[config.mk]
export PLATFORM = sky130hd
export DESIGN_NAME = gray_monitor
export DESIGN_NICKNAME = d
export VERILOG_FILES = /design/src/rtl/gray_monitor.sv
export SDC_FILE = /design/constraint.sdc
export NUM_CORES = 1
export LEC_CHECK = 0
export CELL_PAD_IN_SITES_DETAIL_PLACEMENT = 1
export CELL_PAD_IN_SITES_GLOBAL_PLACEMENT = 2
export CORE_ASPECT_RATIO = 0.8
export CORE_MARGIN = 5
export CORE_UTILIZATION = 29
export CTS_CLUSTER_DIAMETER = 120
export DETAILED_ROUTE_END_ITERATION = 10
export PLACE_DENSITY_LB_ADDON = 0.2
export SLEW_MARGIN = 10
export SYNTH_ARGS = -nofsm -noshare
export SYNTH_HDL_FRONTEND = slang
export SYNTH_SLANG_ARGS = --single-unit
[constraint.sdc]
create_clock -name Clk -period 2.7 [get_ports Clk]
set_clock_uncertainty 0.15 [all_clocks]
set_input_delay 0.27 -clock Clk [delete_from_list [all_inputs] [get_ports Clk]]
set_output_delay 0.27 -clock Clk [all_outputs]
set_load 0.01 [all_outputs]
[src/rtl/gray_monitor.sv]
// gray_monitor: watches a 3-bit gray counter, converts it to binary and
// flags single-step advances, 7->0 wraps and any illegal sequence.
module gray_monitor (
  input  logic       Clk,
  input  logic       Reset,
  input  logic [2:0] Gray,
  input  logic       Overflow,
  input  logic       Clear,
  output logic [2:0] Bin,
  output logic       Step,
  output logic       Wrap,
  output logic [7:0] WrapCount,
  output logic       Error,
  output logic [1:0] State
);

  typedef enum logic [1:0] {
    IDLE  = 2'b00,
    TRACK = 2'b01,
    ERR   = 2'b10,
    BAD   = 2'b11
  } state_t;

  // Gray-to-binary: each binary bit is the XOR of all gray bits at or above it
  function automatic logic [2:0] grayToBin(input logic [2:0] g);
    logic [2:0] b;
    b[2] = g[2];
    b[1] = g[2] ^ g[1];
    b[0] = g[2] ^ g[1] ^ g[0];
    return b;
  endfunction

  // Declaration initialisers give the same values as Reset at power-up
  state_t     stateQ     = IDLE;
  logic [2:0] binQ       = 3'b000;
  logic       stepQ      = 1'b0;
  logic       wrapQ      = 1'b0;
  logic [7:0] wrapCountQ = 8'h00;
  logic       errorQ     = 1'b0;
  logic [2:0] prevGrayQ  = 3'b000;
  logic       prevOvfQ   = 1'b0;

  state_t     stateD;
  logic [2:0] binD;
  logic       stepD;
  logic       wrapD;
  logic [7:0] wrapCountD;
  logic       errorD;
  logic [2:0] prevGrayD;
  logic       prevOvfD;

  logic [2:0] binNow;
  logic [2:0] binPrev;
  logic       legalStep;
  logic       isWrap;
  logic       ovfRise;

  // Classify the current sample relative to the previous one
  always_comb begin
    binNow    = grayToBin(Gray);
    binPrev   = grayToBin(prevGrayQ);
    legalStep = (binNow == (binPrev + 3'd1));
    isWrap    = legalStep && (prevGrayQ == 3'b100) && (Gray == 3'b000);
    ovfRise   = !prevOvfQ && Overflow;
  end

  // Next-state and output decode; Clear overrides every state
  always_comb begin
    stateD     = stateQ;
    binD       = binQ;
    stepD      = 1'b0;
    wrapD      = 1'b0;
    wrapCountD = wrapCountQ;
    errorD     = errorQ;
    prevGrayD  = Gray;
    prevOvfD   = Overflow;

    if (Clear) begin
      stateD     = IDLE;
      binD       = 3'b000;
      wrapCountD = 8'h00;
      errorD     = 1'b0;
      prevGrayD  = 3'b000;
    end else begin
      case (stateQ)
        IDLE: begin
          binD   = binNow;
          stateD = TRACK;
        end
        TRACK: begin
          if (ovfRise && !isWrap) begin
            errorD = 1'b1;
            stateD = ERR;
          end else if (Gray == prevGrayQ) begin
            stateD = TRACK;
          end else if (legalStep) begin
            stepD = 1'b1;
            binD  = binNow;
            if (isWrap) begin
              wrapD = 1'b1;
              if (wrapCountQ != 8'hFF) begin
                wrapCountD = wrapCountQ + 8'd1;
              end
            end
          end else begin
            errorD = 1'b1;
            stateD = ERR;
          end
        end
        ERR: begin
          errorD = 1'b1;
          stateD = ERR;
        end
        default: begin
          stateD = IDLE;
        end
      endcase
    end
  end

  // State and output registers with synchronous Reset taking priority
  always_ff @(posedge Clk) begin
    if (Reset) begin
      stateQ     <= IDLE;
      binQ       <= 3'b000;
      stepQ      <= 1'b0;
      wrapQ      <= 1'b0;
      wrapCountQ <= 8'h00;
      errorQ     <= 1'b0;
      prevGrayQ  <= 3'b000;
      prevOvfQ   <= 1'b0;
    end else begin
      stateQ     <= stateD;
      binQ       <= binD;
      stepQ      <= stepD;
      wrapQ      <= wrapD;
      wrapCountQ <= wrapCountD;
      errorQ     <= errorD;
      prevGrayQ  <= prevGrayD;
      prevOvfQ   <= prevOvfD;
    end
  end

  assign Bin       = binQ;
  assign Step      = stepQ;
  assign Wrap      = wrapQ;
  assign WrapCount = wrapCountQ;
  assign Error     = errorQ;
  assign State     = stateQ;

endmodule

== Word-level counts from Yosys, hierarchy flattened ==
Index checks and enable logic that the tools add are counted.

* Add/sub/neg operators: 2
* Multiply operators: 0
* Div/mod/pow operators: 0
* Order comparisons: 0
* Equality and inequality tests: 12
* Shift-type cells: 0
* Muxes and demuxes: 14
* Bitwise gates (word level): 8
* Reductions and logical operators: 16

{| class="wikitable"
|+ Operators by type and width
! cell !! number
|-
| 2-to-1 mux 3 bit || 3
|-
| adder 8 x 1 -> 8 bit (second input constant) || 1
|-
| inequality test 8 bit (second input constant) || 1
|-
| == test 3 bit || 2
|-
| 2-to-1 mux 2 bit || 3
|-
| inequality test 2 bit (second input constant) || 3
|-
| inequality test 3 bit (second input constant) || 2
|-
| one-hot mux 2 bit (3 select lines) || 1
|-
| one-hot mux 3 bit (2 select lines) || 1
|-
| AND reduction 6 bit || 1
|-
| OR reduction 6 bit || 1
|-
| 2-to-1 mux 1 bit || 5
|-
| OR reduction 5 bit || 1
|-
| logical AND 1 bit || 4
|-
| inequality test 4 bit (second input constant) || 1
|-
| inverter 1 bit || 4
|-
| AND reduction 4 bit || 1
|-
| nonzero test 2 bit || 2
|-
| bitwise XOR 1 bit || 4
|-
| adder 3 x 1 -> 3 bit (second input constant) || 1
|-
| == test 3 bit (second input constant) || 1
|-
| logical NOT 3 bit || 1
|-
| AND reduction 3 bit || 1
|-
| == test 2 x 1 -> 1 bit (second input constant) || 1
|-
| 5 further kinds || 6
|}

* Bits in registers: 20
* Bits in latches: 0
* RAM bits: 0
* ROM bits: 0
* Input bits: 7
* Output and inout bits: 16
* Word-level logic and storage cells: 60
* Memories kept: 0

== Depth between registers and ports, before layout ==
Gate-level depths: netlist of the first run.

* Depth after elaboration: 10
* Gate-level depth with buffers: 6

== Worst setup path after synthesis of the first run ==
Ideal clock, no wire load.

* Path type: reg2reg
* From: register prevGrayQ[1]
* To: register wrapCountQ[5], in the netlist WrapCount[5]
* Arrival: 1.812 ns
* Required time: 2.480 ns
* Path slack: 0.668 ns
* Cell stages (with the launch flop): 7
* Path buffers: 1
* Clock period less this slack: 2.032 ns
* Cells stage by stage: dfxtp_1 buf_6 or3_4 nor3_4 nand3_2 or4_1 a21oi_1

* Longest elaborated chain between the ends: 10
* Elaborated cells on any way between the ends: 13

{| class="wikitable"
|+ Ends and longest elaborated chain
! item !! RTL line !! text
|-
| from (decl) || 40 || <nowiki>logic [2:0] prevGrayQ = 3'b000;</nowiki>
|-
| from (signal assigned) || 139 || <nowiki>prevGrayQ <= prevGrayD;</nowiki>
|-
| bitwise XOR 1 bit || 28, 29 ||
|-
| bitwise XOR 1 bit || 29 || <nowiki>b[0] = g[2] ^ g[1] ^ g[0];</nowiki>
|-
| adder 3 x 1 -> 3 bit || 62 || <nowiki>legalStep = (binNow == (binPrev + 3'd1));</nowiki>
|-
| == test 3 bit || 62 ||
|-
| logical AND 1 bit (2 in series) || 63 || <nowiki>isWrap = legalStep && (prevGrayQ == 3'b100) && (Gray == 3'b000);</nowiki>
|-
| logical NOT 1 bit || 91 || <nowiki>if (ovfRise && !isWrap) begin</nowiki>
|-
| logical AND 1 bit || 91 ||
|-
| inverter 1 bit (no source line) || -- ||
|-
| AND reduction 6 bit (no source line) * || -- ||
|-
| to (signal assigned) || 137 || <nowiki>wrapCountQ <= wrapCountD;</nowiki>
|-
| to (decl) || 38 || <nowiki>logic [7:0] wrapCountQ = 8'h00;</nowiki>
|}

Every way passes the cells marked *; elsewhere a longest branch is shown, timed or not.
A chain may end at the register's enable or synchronous reset.

== Final worst setup path of the first run ==
* From: input port Gray[1]
* To: register wrapCountQ[5], in the netlist WrapCount[5]

* Longest elaborated chain between the ends: 9
* Elaborated cells on any way between the ends: 12

{| class="wikitable"
|+ Ends and longest elaborated chain
! item !! RTL line !! text
|-
| from (decl) || 6 || <nowiki>input logic [2:0] Gray,</nowiki>
|-
| bitwise XOR 1 bit || 28, 29 ||
|-
| bitwise XOR 1 bit || 29 ||
|-
| == test 3 bit || 62 ||
|-
| logical AND 1 bit (2 in series) || 63 ||
|-
| logical NOT 1 bit || 91 ||
|-
| logical AND 1 bit || 91 ||
|-
| inverter 1 bit (no source line) || -- ||
|-
| AND reduction 6 bit (no source line) * || -- ||
|}

Marks and branches as above.

==> flow_metrics.env, run 1 <==
export IMPL_outcome="completed"
export IMPL_cts_sink_count=20
export IMPL_wl_per_cell_um=15.1
export IMPL_final_area_mm2=0.00139
export IMPL_drt_iter0_markers=52
export IMPL_hold_path_startpoint="Bin[1]"
export IMPL_cts_root_buf="clkbuf_8"
export IMPL_max_freq_mhz=435
export IMPL_syn_area_per_cell_um2=8.81
export IMPL_relSlewSlack_pct=68.0
export IMPL_ctsHoldBuffers=0
export IMPL_synth_main_ff_cell="dfxtp_1"
export IMPL_holdPathStages=2
export IMPL_fin_cells=186
export IMPL_timing_final_crit_share_pct=85.2
export IMPL_antenna_found_initial=0
export IMPL_rsz0062_at_grt="no"
export IMPL_start_util_pct=30.5
export IMPL_crit_fanout=10
export IMPL_diodes=0
export IMPL_seqCellArea_um2=400
export IMPL_num_rows=19
export IMPL_post_cts_setup_buffer_count=0
export IMPL_multiInputGateArea_um2=592
export IMPL_setup_viol=0
export IMPL_cp_data_required_time_ns=2.73
export IMPL_cap_violations=0
export IMPL_timing_rr_end="WrapCount[5]"
export IMPL_syn2layout_area_growth_pct=31.4
export IMPL_critical_path_class="primary input to flop"
export IMPL_p_per_area_mw_per_mm2=500
export IMPL_worstSetupEndpointType="flop"
export IMPL_coreArea_mm2=0.00347
export IMPL_num_vias=975
export IMPL_fp_dieH_um=64.0
export IMPL_setup_tns_final_ns=0
export IMPL_htree_levels=1
export IMPL_worst_setup_path_start_kind="primary input"
export IMPL_seq_area_frac_synth_pct=37.9
export IMPL_hold_viol=0
export IMPL_fin_nets=153
export IMPL_insertion_delay_ns=0.26
export IMPL_route_detailed_drc=0
export IMPL_synth_edf_count=0
export IMPL_fin_hold_ws_ns=0.322
export IMPL_dieArea_mm2=0.00496
export IMPL_worstMarginPinSlew_ns=0.479
export IMPL_wl_met3_um=112
export IMPL_p_leak_nw=0.491
export IMPL_r2r_slack_ns=0.42
export IMPL_irDropWorstVdd_uv=271
export IMPL_place_gp_congestion=0.740
export IMPL_dr_pass1_iters=4
export IMPL_finalMaxSlewViolations=0
export IMPL_port_buffers=22
export IMPL_layout_drive_gt1_share_pct=13.2
export IMPL_first_global_vias=994
export IMPL_hp_class="flop to flop"
export IMPL_synth_seq_cells=20
export IMPL_arrival_ns=2.34
export IMPL_dpl_hpwl_um=2170
export IMPL_grt_overflow_total=0
export IMPL_clockBufferDepth=2
export IMPL_route_final_wire_length_um=2800
export IMPL_grt_usage_pct=11.5
export IMPL_fill_cells=405
export IMPL_ys_warn_count=0
export IMPL_wl_met2_um=1190
export IMPL_vias_per_cell=5.24
export IMPL_io_pins=23
export IMPL_top_layer="met4"
export IMPL_worstHoldEndpoint="Bin[1]"
export IMPL_postCtsResizedCells=0
export IMPL_syn_instance_count=120
export IMPL_syn_cell_area_mm2=0.00106
export IMPL_dp_cells=182
export IMPL_finalCriticalPeriod_ns=2.30
export IMPL_postPlaceCellArea_mm2=0.00132
export IMPL_antenna_left=0
export IMPL_wl_met1_um=1490
export IMPL_cts_tree="done"
export IMPL_synthesis_nets=128
export IMPL_grt_pass1_wl_um=4710
export IMPL_ys_types=42
export IMPL_timing_rr_start="prevGrayQ[1]"
export IMPL_numCtsBuffers=3
export IMPL_async_flop_share_pct=0
export IMPL_die_w_um=77.5
export IMPL_rr_worst_depth=5
export IMPL_power_total_mw=0.695
export IMPL_grt_max_degree=13
export IMPL_cts_reportedPaths_clkPinSlew_ns=0.08
cells by family after synthesis:
family	Yosys count	share of synthesized area [%]
AO/OA/AOI/OAI	22	14.4
XOR/XNOR	7	5.80
adder cells (fa/ha/maj)	1	1.18
buffers and inverters	11	6.15
flip-flops	20	37.9
multiplexers	5	5.92
AND/OR/NAND/NOR	54	28.6
layout by cell type (no fill, tap or decap), types with 5 or more instances in the layout:
cell type	synthesis	routed
xor2_1	6	6
clkdlybuf4s50_1	0	22
dfxtp_1	20	20
nor2_1	8	8
nand2_1	14	14
buf_4	2	5
o21ai_0	5	5
synthesized netlist by cell type (all sizes together), types with 2 or more instances:
cell type / instances / area, um2
dfxtp: 20 / 400
nor4: 2 / 12.5
a21oi: 4 / 20.0
nand2: 14 / 52.6
and2: 3 / 18.8
o31ai: 2 / 15.0
clkbuf: 3 / 12.5
buf: 4 / 37.5
xor2: 6 / 52.6
nor3: 3 / 26.3
a31oi: 2 / 12.5
a211oi: 2 / 15.0
nand3b: 2 / 15.0
nor2: 8 / 30.0
o21ai: 5 / 25.0
mux2i: 4 / 40.0
nand3: 5 / 30.0
or4: 2 / 15.0
or3: 5 / 38.8
or2: 3 / 18.8
nand4: 2 / 12.5
inv: 4 / 15.0
nor2b: 2 / 12.5
per-layer routing:
layer	global-route usage (%)	vias up
li1	-	480
met1	16.0	474
met2	17.3	19
met3	3.93	2
met4	2.15	0
met5	0	-
worst max-delay path, stage by stage:
cell	delay [ns]
clkdlybuf4s50_1	0.44
or3_4	0.42
nor3_4	0.27
nand3_2	0.25
or4_1	0.53
a21oi_1	0.17
worst max-delay path by stage:
stage                 startpoint           end  slack, ns  cells after the start
floorplan           prevGrayQ[1]  WrapCount[5]       0.67                      6
CTS                      Gray[1]  WrapCount[5]       0.40                      6
global route        prevGrayQ[1]  WrapCount[5]       0.32                      5
finish                   Gray[1]  WrapCount[5]       0.40                      6
detailed placement       Gray[1]  WrapCount[5]       0.14                      6
global placement         Gray[1]  WrapCount[7]       0.24                      6
power by group:
part,switching (mW),internal [mW]
Clock,0.102,0.198
Sequential,0.00837,0.302
Combinational,0.0401,0.0439
Total,0.150,0.544
state kept, by name (all words and copies together) (netlist names):
signal	cells
Bin	3
Step	1
Error	1
State	2
prevGrayQ	3
Wrap	1
WrapCount	8
prevOvfQ	1
final cells by class:
class                   count  area share (%)
clock inverters             1            2.16
well taps                  42            3.78
clock buffers               3            2.97
inverters                   4            1.08
repair buffers             27            18.6
flip-flops and latches     20            28.8
multi-input cells          89            42.6
metrics by stage:
stage	worst slack (ns)	utilization (%)
2_1_floorplan	0.668	-
3_3_place_gp	0.241	38.0
3_5_place_dp	0.137	38.0
4_1_cts	0.397	40.0
5_1_grt	0.321	40.0
6_report	0.399	40.0
Note: power is estimated with default switching activity, not from simulation.
==> run 2: changes to the inputs <==
Settings changed: CORE_UTILIZATION 29 to 30, CTS_BUF_LIST set to sky130_fd_sc_hd__clkbuf_2, RECOVER_POWER set to 100.
==> run 2 against run 1 <==
Effect of this change: sequential share of layout area is 1.5 points higher; die area is 2.9% lower; worst setup slack worse by 0.0030 ns; global-route usage is 0.71 points higher; register-to-register slack worse by 0.02 ns; clock power is 58% lower; total power is 26% lower; final cell count stayed put.
==> flow_metrics.env, run 2 (synthesized netlist as in run 1, its figures left out) <==
export IMPL_ctsHoldBuffers=0
export IMPL_die_w_um=76.4
export IMPL_cp_data_required_time_ns=2.83
export IMPL_grt_usage_pct=12.2
export IMPL_insertion_delay_ns=0.33
export IMPL_cts_root_buf="clkbuf_2"
export IMPL_drt_iter0_markers=53
export IMPL_setup_tns_final_ns=0
export IMPL_cap_violations=0
export IMPL_cts_reportedPaths_clkPinSlew_ns=0.20
export IMPL_p_per_area_mw_per_mm2=391
export IMPL_arrival_ns=2.44
export IMPL_crit_fanout=9
export IMPL_timing_final_crit_share_pct=85.3
export IMPL_max_freq_mhz=434
export IMPL_gr_usage_met3_pct=4.13
export IMPL_grt_max_degree=13
export IMPL_diodes=0
export IMPL_relSlewSlack_pct=65.6
export IMPL_antenna_left=0
export IMPL_first_global_vias=938
export IMPL_start_util_pct=30.9
export IMPL_layout_drive_gt1_share_pct=9.72
export IMPL_rsz0062_at_grt="no"
export IMPL_dpl_hpwl_um=2080
export IMPL_hp_class="flop to flop"
export IMPL_dieArea_mm2=0.00482
export IMPL_startpoint="prevGrayQ[1]"
export IMPL_worstSetupEndpointType="flop"
export IMPL_wl_per_cell_um=14.5
export IMPL_setup_viol=0
export IMPL_worst_setup_path_start_kind="flop"
export IMPL_timing_rr_start="prevGrayQ[1]"
export IMPL_grt_use_met2_pct=17.2
export IMPL_route_final_wire_length_um=2690
export IMPL_syn2layout_area_growth_pct=24.7
export IMPL_postCtsResizedCells=0
export IMPL_outcome="completed"
export IMPL_post_cts_setup_buffer_count=0
export IMPL_irDropWorstVdd_uv=187
export IMPL_endpoint="WrapCount[5]"
export IMPL_worstMarginPinSlew_ns=0.516
export IMPL_largest_reg_flops=8
export IMPL_place_gp_congestion=0.790
export IMPL_cts_sink_count=20
export IMPL_route_detailed_drc=0
export IMPL_grt_busiest_layer="met1"
export IMPL_grt_overflow_total=0
export IMPL_layout_commonest_cell="dfxtp_1"
export IMPL_grt_pass1_wl_um=4780
export IMPL_antenna_found_initial=0
export IMPL_num_vias=937
export IMPL_clockBufferDepth=2
export IMPL_fp_dieH_um=63.1
export IMPL_fin_hold_ws_ns=0.325
export IMPL_htree_levels=1
export IMPL_vias_per_cell=5.04
export IMPL_io_pins=23
export IMPL_mostFrequentLayoutCells="dfxtp_1 (20), dlygate4sd3_1 (18), nand2_1 (14)"
export IMPL_hold_viol=0
export IMPL_cts_tree="done"
export IMPL_grtUsageMet1_pct=17.9
export IMPL_r2r_slack_ns=0.40
export IMPL_num_rows=19
export IMPL_dr_pass1_iters=3
export IMPL_critical_path_class="flop to flop"
export IMPL_timing_rr_end="WrapCount[5]"
export IMPL_coreArea_mm2=0.00342
export IMPL_port_buffers=22
export IMPL_power_total_mw=0.516
export IMPL_finalMaxSlewViolations=0
export IMPL_finalCriticalPeriod_ns=2.30
export IMPL_numCtsBuffers=3
export IMPL_p_leak_nw=0.515
export IMPL_rr_worst_depth=5
export IMPL_fin_nets=153
## run 2: cell count changes in the layout (fill, tap and decap cells not counted)
cell / delta
buf_4: -2
bufinv_16: -1
clkbuf_1: +2
clkbuf_2: +3
clkbuf_8: -3
clkdlybuf4s50_1: -18
clkinv_1: +1
dlygate4sd3_1: +18
nand3_1: +1
nand3_2: -1
or3_1: +1
or3_4: -1
## run 2: metal layers
metal	vias up	routed length, um
li1	480	-
met1	436	1420
met2	17	1120
met3	4	132
met4	0	25
met5	-	0
## run 2: final cells by class
class,instances,area [um2]
Sequential cell,20,400
Clock inverter,1,3.75
Inverter,4,15.0
Multi-Input combinational cell,89,582
Timing Repair Buffer,27,250
Clock buffer,3,15.0
Fill cell,418,2100
Tap cell,42,52.6
## run 2: how the worst min path moves through the flow
stage,startpoint,to,slack [ns],cells past startpoint
global placement,Bin[0],Bin[0],0.30,2
CTS,Bin[1],Bin[1],0.33,2
floorplan,Reset,prevOvfQ,0.19,1
global route,Bin[1],Bin[1],0.36,2
finish,Bin[1],Bin[1],0.32,2
detailed placement,Bin[1],Bin[1],0.30,2
## run 2: where the power goes
group	internal (mW)	leakage [nW]	switching [mW]	total, mW
Combinational	0.0386	0.338	0.0394	0.0780
Sequential	0.303	0.163	0.00795	0.311
Clock	0.0322	0.0140	0.0941	0.126
Total	0.374	0.515	0.141	0.516
## run 2: worst max-delay path: stages (launching register included)
cell     delay, ns
dfxtp_1       0.46
or3_1         0.44
nor3_4        0.27
nand3_1       0.26
or4_1         0.53
a21oi_1       0.15
## run 2: per-stage QoR
step                instance area (um2)  utilization [%]  setup WS, ns  cells
floorplan                          1060                -         0.668    120
global placement                   1320             38.5         0.255    182
detailed placement                 1320             38.5         0.224    182
CTS                                1340             39.0         0.518    186
global route                       1320             38.5         0.203    186
finish                             1320             38.5         0.396    186
==> run 3: changes to the inputs <==
Settings changed: CAP_MARGIN set to 20, CELL_PAD_IN_SITES_DETAIL_PLACEMENT 1 to 0, CELL_PAD_IN_SITES_GLOBAL_PLACEMENT 2 to 1, CORE_UTILIZATION 30 to 35.
==> run 3 against run 2 <==
Effect of this change: hold slack worse by 0.00091 ns; cell area rose by 1.1%; clock power rose by 77%; die area shrank 12%; via count is 1.3% higher; critical path depth unchanged; sequential share of layout area down 0.34 points; wire length is 12% lower; final cell count is 3.2% lower; critical path type unchanged; largest cell class unchanged; highest routed layer unchanged.
==> flow_metrics.env, run 3 (synthesized netlist as in run 1, its figures left out) <==
export IMPL_hp_class="flop to flop"
export IMPL_cts_reportedPaths_clkPinSlew_ns=0.20
export IMPL_vias_per_cell=5.27
export IMPL_cts_sink_count=20
export IMPL_grt_max_degree=13
export IMPL_io_pins=23
export IMPL_p_leak_nw=0.521
export IMPL_p_per_area_mw_per_mm2=457
export IMPL_finalCriticalPeriod_ns=2.28
export IMPL_drt_iter0_markers=21
export IMPL_critical_path_class="flop to flop"
export IMPL_layout_commonest_cell="dfxtp_1"
export IMPL_hold_viol=0
export IMPL_crit_fanout=10
export IMPL_cpMaxStageDelayCell="or4_1"
export IMPL_fill_cells=281
export IMPL_postCtsResizedCells=0
export IMPL_irDropWorstVdd_uv=195
export IMPL_largest_reg_flops=8
export IMPL_fin_nets=151
export IMPL_cap_violations=0
export IMPL_wl_met3_um=152
export IMPL_fp_dieH_um=59.2
export IMPL_num_rows=17
export IMPL_arrival_ns=2.41
export IMPL_rr_worst_depth=5
export IMPL_worstMarginPinSlew_ns=0.465
export IMPL_cp_cell_sequence="or3_1, nor3_4, nand3_2, or4_1, a21oi_1"
export IMPL_setup_viol=0
export IMPL_setup_tns_final_ns=0
export IMPL_outcome="completed"
export IMPL_antenna_left=0
export IMPL_coreArea_mm2=0.00283
export IMPL_cp_data_required_time_ns=2.82
export IMPL_diodes=0
export IMPL_dr_pass1_iters=4
export IMPL_timing_rr_start="prevGrayQ[1]"
export IMPL_syn2layout_area_growth_pct=26.2
export IMPL_die_w_um=71.5
export IMPL_grt_overflow_total=0
export IMPL_post_cts_setup_buffer_count=0
export IMPL_insertion_delay_ns=0.33
export IMPL_critPathMaxStageDelay_ns=0.54
export IMPL_timing_final_crit_share_pct=84.6
export IMPL_place_gp_congestion=0.712
export IMPL_fin_hold_ws_ns=0.324
export IMPL_relSlewSlack_pct=69.0
export IMPL_top_layer="met4"
export IMPL_ctsHoldBuffers=0
export IMPL_cts_root_buf="clkbuf_2"
export IMPL_grt_usage_pct=11.9
export IMPL_rsz0062_at_grt="no"
export IMPL_dpl_hpwl_um=1800
export IMPL_route_detailed_drc=0
export IMPL_start_util_pct=37.4
export IMPL_antenna_found_initial=0
export IMPL_final_util_pct=47.1
export IMPL_r2r_slack_ns=0.42
export IMPL_mostFrequentLayoutCells="dfxtp_1 (20), dlygate4sd3_1 (18), nand2_1 (14)"
export IMPL_clockBufferDepth=2
export IMPL_finalMaxSlewViolations=0
export IMPL_worst_setup_path_start_kind="flop"
export IMPL_grt_pass1_wl_um=4010
export IMPL_dieArea_mm2=0.00423
export IMPL_max_freq_mhz=438
export IMPL_wl_met1_um=1250
export IMPL_layout_drive_gt1_share_pct=10.6
export IMPL_hold_path_startpoint="Bin[2]"
export IMPL_startpoint="prevGrayQ[1]"
export IMPL_wl_per_cell_um=13.1
export IMPL_worstSetupEndpointType="flop"
export IMPL_htree_levels=1
export IMPL_cts_tree="done"
export IMPL_first_global_vias=894
export IMPL_port_buffers=22
export IMPL_route_final_wire_length_um=2360
export IMPL_endpoint="WrapCount[5]"
export IMPL_num_vias=949
export IMPL_wl_met2_um=941
export IMPL_numCtsBuffers=3
export IMPL_timing_rr_end="WrapCount[5]"
==> run 3: worst min-delay path by stage <==
stage,end,slack [ns],depth (start not counted)
2_1_floorplan,prevOvfQ,0.19,1
3_3_place_gp,Bin[2],0.30,2
3_5_place_dp,Bin[2],0.31,2
4_1_cts,Bin[2],0.33,2
5_1_grt,Bin[2],0.36,2
6_report,Bin[2],0.32,2
==> run 3: cell type report <==
type | instances | area [um2] | share of cell area, %
Timing Repair Buffer | 25 | 239 | 17.9
Tap cell | 38 | 47.5 | 3.56
Multi-Input combinational cell | 89 | 587 | 44.0
Clock inverter | 1 | 30.0 | 2.25
Inverter | 4 | 15.0 | 1.13
Clock buffer | 3 | 15.0 | 1.13
Sequential cell | 20 | 400 | 30.0
==> run 3: report_power, final <==
group / switching [mW] / total, mW / internal (mW) / leakage [nW]
sequential: 0.00757 / 0.311 / 0.303 / 0.163
clock: 0.0954 / 0.223 / 0.128 / 0.0266
combinational: 0.0372 / 0.0748 / 0.0376 / 0.331
==> run 3: layer usage <==
metal  vias up  track usage (%)
li1        476                -
met1       440             16.8
met2        28             17.1
met3         5             4.58
met4         0             2.41
met5         -                0
==> run 3: critical path: cells and delay by family (launching register included) <==
kind	cells	cell delay, ns
flip-flops	1	0.44
AND/OR/NAND/NOR	4	1.49
AO/OA/AOI/OAI	1	0.15
==> run 3: through the flow <==
| step | setup WS, ns | cells | power, mW | instance area [um2] |
|---|---|---|---|---|
| 3_5_place_dp | 0.137 | 176 | 0.396 | 1300 |
| 3_3_place_gp | 0.220 | 176 | 0.397 | 1300 |
| 2_1_floorplan | 0.668 | 120 | 0.369 | 1060 |
| 4_1_cts | 0.429 | 180 | 0.624 | 1340 |
| 5_1_grt | 0.265 | 180 | 0.635 | 1330 |
| 6_report | 0.416 | 180 | 0.609 | 1330 |
